===== src/rtl/ram_based_shift_reg.sv =====
// ============================================================================
// Module      : ram_based_shift_reg
// Description : Fixed-length delay line built from a circular RAM buffer plus
//               one output register. Optional shift enable via RAM_SHIFT_CE_EN.
// Revision    : 1.0 - initial release
// ============================================================================
`default_nettype none

module ram_based_shift_reg #(
  parameter int DSIZE = 8,
  parameter int DEPTH = 4
) (
  input  logic             Clock,
  input  logic             Reset,
`ifdef RAM_SHIFT_CE_EN
  input  logic             CE,
`endif
  input  logic [DSIZE-1:0] Din,
  output logic [DSIZE-1:0] Q
);

  // DEPTH-1 words live in RAM; the output register supplies the last stage.
  localparam int c_WORDS = DEPTH - 1;
  localparam int c_AW    = (c_WORDS <= 2) ? 1 : $clog2(c_WORDS);
  localparam int c_FW    = $clog2(DEPTH);

  localparam logic [c_AW-1:0] c_PTR_LAST  = c_AW'(c_WORDS - 1);
  localparam logic [c_FW-1:0] c_FILL_FULL = c_FW'(DEPTH - 1);

  logic [DSIZE-1:0] r_mem [0:c_WORDS-1];
  logic [c_AW-1:0]  r_ptr;
  logic [c_FW-1:0]  r_fill;
  logic [DSIZE-1:0] r_q;
  logic [DSIZE-1:0] w_ram_rd;
  logic             w_accept;
  logic             w_full;

`ifdef RAM_SHIFT_CE_EN
  assign w_accept = CE;
`else
  assign w_accept = 1'b1;
`endif

  assign w_ram_rd = r_mem[r_ptr];
  assign w_full   = (r_fill == c_FILL_FULL);
  assign Q        = r_q;

  // Storage carries no reset: until the buffer has been written once, the
  // fill counter masks whatever the RAM powered up with.
  always_ff @(posedge Clock) begin
    if (w_accept && !Reset) begin
      r_mem[r_ptr] <= Din;
    end
  end

  always_ff @(posedge Clock or posedge Reset) begin
    if (Reset) begin
      r_ptr  <= '0;
      r_fill <= '0;
      r_q    <= '0;
    end else if (w_accept) begin
      r_q <= w_full ? w_ram_rd : '0;
      if (r_ptr == c_PTR_LAST) begin
        r_ptr <= '0;
      end else begin
        r_ptr <= r_ptr + 1'b1;
      end
      if (!w_full) begin
        r_fill <= r_fill + 1'b1;
      end
    end
  end

endmodule

`default_nettype wire


===== config.mk =====
export PLATFORM = sky130hd
export DESIGN_NAME = ram_based_shift_reg
export DESIGN_NICKNAME = d
export VERILOG_FILES = /design/src/rtl/ram_based_shift_reg.sv
export SDC_FILE = /design/constraint.sdc
export NUM_CORES = 1
export LEC_CHECK = 0
export CAP_MARGIN = 20
export CORE_AREA = 2 2 53 55
export CTS_CLUSTER_SIZE = 10
export DETAILED_ROUTE_END_ITERATION = 8
export DIE_AREA = 0 0 55 57
export PLACE_DENSITY = 0.75
export SLEW_MARGIN = 20
export SYNTH_ARGS = -nofsm -noshare
export SYNTH_HDL_FRONTEND = slang
export SYNTH_SLANG_ARGS = --single-unit
export TNS_END_PERCENT = 30

===== constraint.sdc =====
create_clock -name Clock -period 3.25 [get_ports Clock]
set_input_delay 0.65 -clock Clock [delete_from_list [all_inputs] [get_ports Clock]]
set_output_delay 0.65 -clock Clock [all_outputs]
set_load 0.01 [all_outputs]

==> impl_metrics.env, run 1 <==
export IMPL_run_status="finished clean"
export IMPL_crit_family="buffers and inverters"
export IMPL_root_buffer="clkbuf_4"
export IMPL_critPathRequiredTime_ns=2.60
export IMPL_vias=660
export IMPL_critPathBufInv=1
export IMPL_cp_depth=1
export IMPL_cp_start_kind="register"
export IMPL_drt_iter0_drc=12
export IMPL_syn_nets=84
export IMPL_path_cells="clkdlybuf4s50_1"
export IMPL_crit_fanout=1
export IMPL_drc=0
export IMPL_syn_area_um2=1360
export IMPL_core_area_um2=2620
export IMPL_crit_path_end_kind="primary output"
export IMPL_n_antenna_cell=0
export IMPL_grt_pass1_wl_um=3100
export IMPL_setup_violations_final=0
export IMPL_overflow=0
export IMPL_cts_setup_buffers=0
export IMPL_grt_usage_pct=15.3
export IMPL_critPathArrivalTime_ns=1.20
export IMPL_async_reset_ff_share_pct=33.3
export IMPL_drive_gt1_share_pct=17.5
export IMPL_maxSlewViolCount=0
export IMPL_seqCellArea_um2=1020
export IMPL_grt_antenna_before_repair=0
export IMPL_synth_seq_cells=36
export IMPL_pwr_share_seq_pct=68.0
export IMPL_final_nets=107
export IMPL_power_frac_comb_pct=2.8
export IMPL_fillCellCount=205
export IMPL_intPower_mw=0.592
export IMPL_irDropWorstVdd_mv=0.339
export IMPL_finalCritPeriodShare_pct=56.9
export IMPL_synth_area_per_cell_um2=18.6
export IMPL_hold_path_class="register to register"
export IMPL_ant_nets=0
export IMPL_cts_made_buffers=5
export IMPL_synthFlopType="edfxtp_1"
export IMPL_cts_tree="yes"
export IMPL_finalSetupTns_ns=0
export IMPL_synth_edff_count=24
export IMPL_numPortBuffers=17
export IMPL_fp_dieH_um=57
export IMPL_final_cell_area_um2=1610
export IMPL_clkPwrFrac_pct=29.3
export IMPL_grt_pass1_vias=685
export IMPL_htreeDepth=2
export IMPL_worstSkewPairLatency_ns=0.32
export IMPL_ys_seq_area_share_pct=75.3
export IMPL_max_slew_margin_pct=57.9
export IMPL_area_delta_synth_final_pct=18.6
export IMPL_final_hold_viol_count=0
export IMPL_holdBufCountCts=0
export IMPL_grt_max_degree=22
export IMPL_gp_congestion=0.691
export IMPL_fp_row_count=19
export IMPL_p_per_area_nw_per_um2=455
export IMPL_worst_slack_ns=1.40
export IMPL_slowest_stage="clkdlybuf4s50_1"
export IMPL_wl_per_cell_um=15.1
export IMPL_rsz0062_at_grt="false"
export IMPL_switching_share_pct=19.0
export IMPL_die_area_um2=3140
export IMPL_fmax_ghz=0.541
export IMPL_io_pins=18
export IMPL_drt_vias_per_instance=5.16
export IMPL_tightestPinTransition_ns=0.632
export IMPL_p_leak_nw=0.619
export IMPL_clk_pin_slew_ns=0.10
export IMPL_ctsLongestPathBuffers=2
export IMPL_cts_repair_resized=0
export IMPL_dpl_hpwl_um=1320
export IMPL_clock_sinks=36
export IMPL_critPathMaxStageDelay_ns=0.54
export IMPL_postSynthCellCount=73
export IMPL_power_mw=0.731
export IMPL_clock_skew_ns=0.00510
export IMPL_ys_warnings_count=0
export IMPL_p_switching_mw=0.139
export IMPL_ys_types=16
export IMPL_drv_cap=0
export IMPL_drt_first_pass_iters=2
export IMPL_multi_input_area_um2=302
export IMPL_drt_wl_total_um=1930
export IMPL_pre_cts_ws_ns=1.08
export IMPL_initial_core_util_pct=51.8
export IMPL_reg2reg_depth=2
export IMPL_hold_path_depth=1
export IMPL_critPathKind="register to primary output"
export IMPL_fp_dieW_um=55
export IMPL_postPlaceCellArea_um2=1560
export IMPL_min_period_ns=1.85
## state kept, by name, indices dropped and copies added, names as in the netlist
register	count
Q	8
r_mem	24
r_ptr	2
r_fill	2
## cells in the final DEF, fill, tap and decap left out
| master | count |
|---|---|
| clkbuf_1 | 3 |
| mux2_2 | 4 |
| edfxtp_1 | 24 |
| inv_1 | 1 |
| ha_1 | 1 |
| nand2b_1 | 8 |
| dfrtp_1 | 12 |
| o211a_1 | 8 |
| buf_4 | 3 |
| clkdlybuf4s50_1 | 17 |
| nor3_1 | 1 |
| xnor2_1 | 1 |
| mux2_4 | 5 |
| nor3b_1 | 2 |
| nor2_1 | 1 |
| nor2b_1 | 1 |
| clkbuf_4 | 5 |
## Yosys cell counts (all sizes together) (2+ instances only)
cell type | number | share of area (%)
mux2 | 9 | 8.9
buf | 4 | 2.1
nor3b | 2 | 1.1
edfxtp | 24 | 53
dfrtp | 12 | 22
o211a | 8 | 5.9
nand2b | 8 | 3.7
## final timing paths
check                                            from               endpoint  slack (ns)
worst min register to register  r_fill[0]$_DFFE_PP0P_  r_fill[0]$_DFFE_PP0P_        0.48
worst max-delay path                   Q[3]$_DFF_PP0_                   Q[3]        1.40
max in group asynchronous                       Reset         Q[1]$_DFF_PP0_        2.21
worst max register to register     r_ptr[0]$_DFF_PP0_  r_mem[1][1]$_DFFE_PP_        1.47
min in group asynchronous                       Reset         Q[6]$_DFF_PP0_        0.72
worst min-delay path            r_fill[0]$_DFFE_PP0P_  r_fill[0]$_DFFE_PP0P_        0.48
## per-stage QoR
| stage | instances | util, % | hold slack (ns) |
|---|---|---|---|
| after floorplan | 73 | - | 0.453 |
| after global placement | 120 | 59.6 | 0.466 |
| after detailed placement | 120 | 59.6 | 0.475 |
| after CTS | 128 | 61.4 | 0.488 |
| after global routing | 128 | 61.4 | 0.518 |
| final | 128 | 61.4 | 0.484 |
## kinds of logic (layout without fill, tap and decap cells)
family | after synthesis | in the layout | share of synthesized area (%)
buffers and inverters | 5 | 29 | 2.40
AOI/OAI and AO/OA | 8 | 8 | 5.91
and+or+nand+nor | 13 | 13 | 5.91
muxes | 9 | 9 | 8.86
xor gates and xnor gates | 1 | 1 | 0.646
DFF | 36 | 36 | 75.3
adders and majority gates | 1 | 1 | 0.923
## power groups by stage
stage          registers (mW)  logic (mW)  clock network (mW)
2_1_floorplan           0.507     0.00404                   0
3_3_place_gp            0.507      0.0200                   0
3_5_place_dp            0.507      0.0205                   0
4_1_cts                 0.497      0.0206               0.227
5_1_grt                 0.497      0.0223               0.250
6_report                0.497      0.0204               0.214
## area by class of cell
cell class                      count  share of cell area (%)
Sequential cell                    36                    63.6
Multi-Input combinational cell     32                    18.8
Timing Repair Buffer               20                    12.0
Clock buffer                        8                    3.04
Tap cell                           31                    2.41
Inverter                            1                   0.234
## layer usage
layer	up-vias	track usage [%]	wire length [um]
met4	0	7.32	31
met1	329	17.2	752
met2	11	23.8	1070
met3	5	7.85	76
li1	315	-	-
met5	-	0	0
(Power assumes the default switching activity.)
==> inputs of run 2 (changes only) <==
Settings changed: CORE_AREA 2 2 53 55 to 2 2 57 59, DIE_AREA 0 0 55 57 to 0 0 59 61, PLACE_DENSITY 0.75 to 0.69.
Clock period 3.25 ns to 1.6 ns, I/O delays scaled along.
==> impl_metrics.env, run 2 (synthesis results as in run 1) <==
export IMPL_run_status="finished clean"
export IMPL_gp_congestion=0.739
export IMPL_fmax_ghz=0.654
export IMPL_numPortBuffers=17
export IMPL_irDropWorstVdd_mv=0.481
export IMPL_power_mw=1.54
export IMPL_drt_vias_per_instance=5.02
export IMPL_holdBufCountCts=0
export IMPL_wl_per_cell_um=16.4
export IMPL_hold_ws_ns=0.422
export IMPL_critPathBufInv=1
export IMPL_worstSkewPairLatency_ns=0.33
export IMPL_critPathKind="register to primary output"
export IMPL_routed_top_layer="met4"
export IMPL_ant_nets=0
export IMPL_route_layer_met1_wl_um=987
export IMPL_min_period_ns=1.53
export IMPL_cts_repair_resized=0
export IMPL_crit_path_end_kind="primary output"
export IMPL_io_pins=18
export IMPL_cp_start_kind="register"
export IMPL_cts_setup_buffers=0
export IMPL_htreeDepth=2
export IMPL_regMostFlops="r_mem"
export IMPL_grt_usage_pct=14.5
export IMPL_hold_path_class="primary input to asynchronous set/reset pin"
export IMPL_drc=0
export IMPL_clk_pin_slew_ns=0.10
export IMPL_grt_max_degree=19
export IMPL_fp_dieW_um=59
export IMPL_initial_core_util_pct=45.9
export IMPL_clock_sinks=36
export IMPL_worst_slack_ns=0.0708
export IMPL_drive_gt1_share_pct=22.0
export IMPL_maxSlewViolCount=0
export IMPL_critPathMaxStageDelay_ns=0.55
export IMPL_drt_iter0_drc=12
export IMPL_root_buffer="clkbuf_4"
export IMPL_cts_made_buffers=5
export IMPL_fp_row_count=20
export IMPL_grt_antenna_before_repair=0
export IMPL_max_slew_margin_pct=63.4
export IMPL_drt_first_pass_iters=4
export IMPL_path_cells="clkdlybuf4s50_1"
export IMPL_ctsLongestPathBuffers=2
export IMPL_pre_cts_ws_ns=-0.0224
export IMPL_final_cell_mix="edfxtp_1 (24), clkdlybuf4s50_1 (17), dfrtp_1 (12), nand2b_1 (8), o211a_1 (8)"
export IMPL_p_leak_nw=0.643
export IMPL_final_hold_viol_count=0
export IMPL_die_area_um2=3600
export IMPL_cts_tree="yes"
export IMPL_critPathRequiredTime_ns=1.28
export IMPL_grt_pass1_wl_um=3420
export IMPL_met3_length_um=93
export IMPL_largest_register_ffs=24
export IMPL_setup_violations_final=0
export IMPL_p_per_area_nw_per_um2=936
export IMPL_slowest_stage="clkdlybuf4s50_1"
export IMPL_core_area_um2=2950
export IMPL_vias=667
export IMPL_critPathArrivalTime_ns=1.21
export IMPL_clock_skew_ns=0.00961
export IMPL_final_common_cell="edfxtp_1"
export IMPL_cp_depth=1
export IMPL_drt_wl_total_um=2190
export IMPL_final_nets=110
export IMPL_crit_fanout=1
export IMPL_area_delta_synth_final_pct=21.5
export IMPL_drv_cap=0
export IMPL_rsz0062_at_grt="false"
export IMPL_wl_met2_um=1090
export IMPL_grt_pass1_vias=702
export IMPL_crit_family="buffers and inverters"
export IMPL_overflow=0
export IMPL_tightestPinTransition_ns=0.549
export IMPL_dpl_hpwl_um=1420
export IMPL_reg2reg_depth=2
export IMPL_finalCritPeriodShare_pct=95.6
export IMPL_n_antenna_cell=0
export IMPL_fp_dieH_um=61
run 2: changes by cell type in the layout (fill, tap and decap cells not counted):
cell	delta
buf_4	+3
clkbuf_1	-1
clkbuf_8	+1
nor3b_1	-1
nor3b_2	+1
run 2: layout make-up:
type                    count  area (um^2)
flip-flops and latches     36         1020
inverters                   1         3.75
fillers                   242         1310
clock buffers               8         58.8
repair buffers             23          215
multi-input cells          32          307
well taps                  33         41.3
run 2: power by group:
group / switching, mW / internal [mW]
logic: 0.0207 / 0.0224
registers: 0.00298 / 1.01
clock network: 0.272 / 0.217
total: 0.295 / 1.25
run 2: worst paths after layout:
path                                       start  slack, ns                     to
min in group Clock         r_fill[0]$_DFFE_PP0P_       0.48  r_fill[0]$_DFFE_PP0P_
hold / removal                             Reset       0.42         Q[4]$_DFF_PP0_
hold reg to reg            r_fill[0]$_DFFE_PP0P_       0.48  r_fill[0]$_DFFE_PP0P_
setup / recovery                  Q[4]$_DFF_PP0_       0.07                   Q[4]
setup reg to reg              r_ptr[0]$_DFF_PP0_       0.13  r_mem[1][6]$_DFFE_PP_
max in group asynchronous                  Reset       0.87         Q[0]$_DFF_PP0_
run 2: layer usage:
metal | GRT usage [%] | vias up
met5 | 0 | -
met4 | 6.82 | 0
met3 | 7.68 | 2
met2 | 21.6 | 13
met1 | 17.6 | 333
li1 | - | 319
run 2: per-stage QoR:
stage                     instances  util [%]  area [um^2]  TNS (ns)
after floorplan                  73         -         1360     -2.38
after global placement          125      53.8         1590         0
after detailed placement        125      53.8         1590    -0.159
after CTS                       133      55.8         1650         0
after global routing            133      55.8         1650         0
final                           133      55.8         1650         0
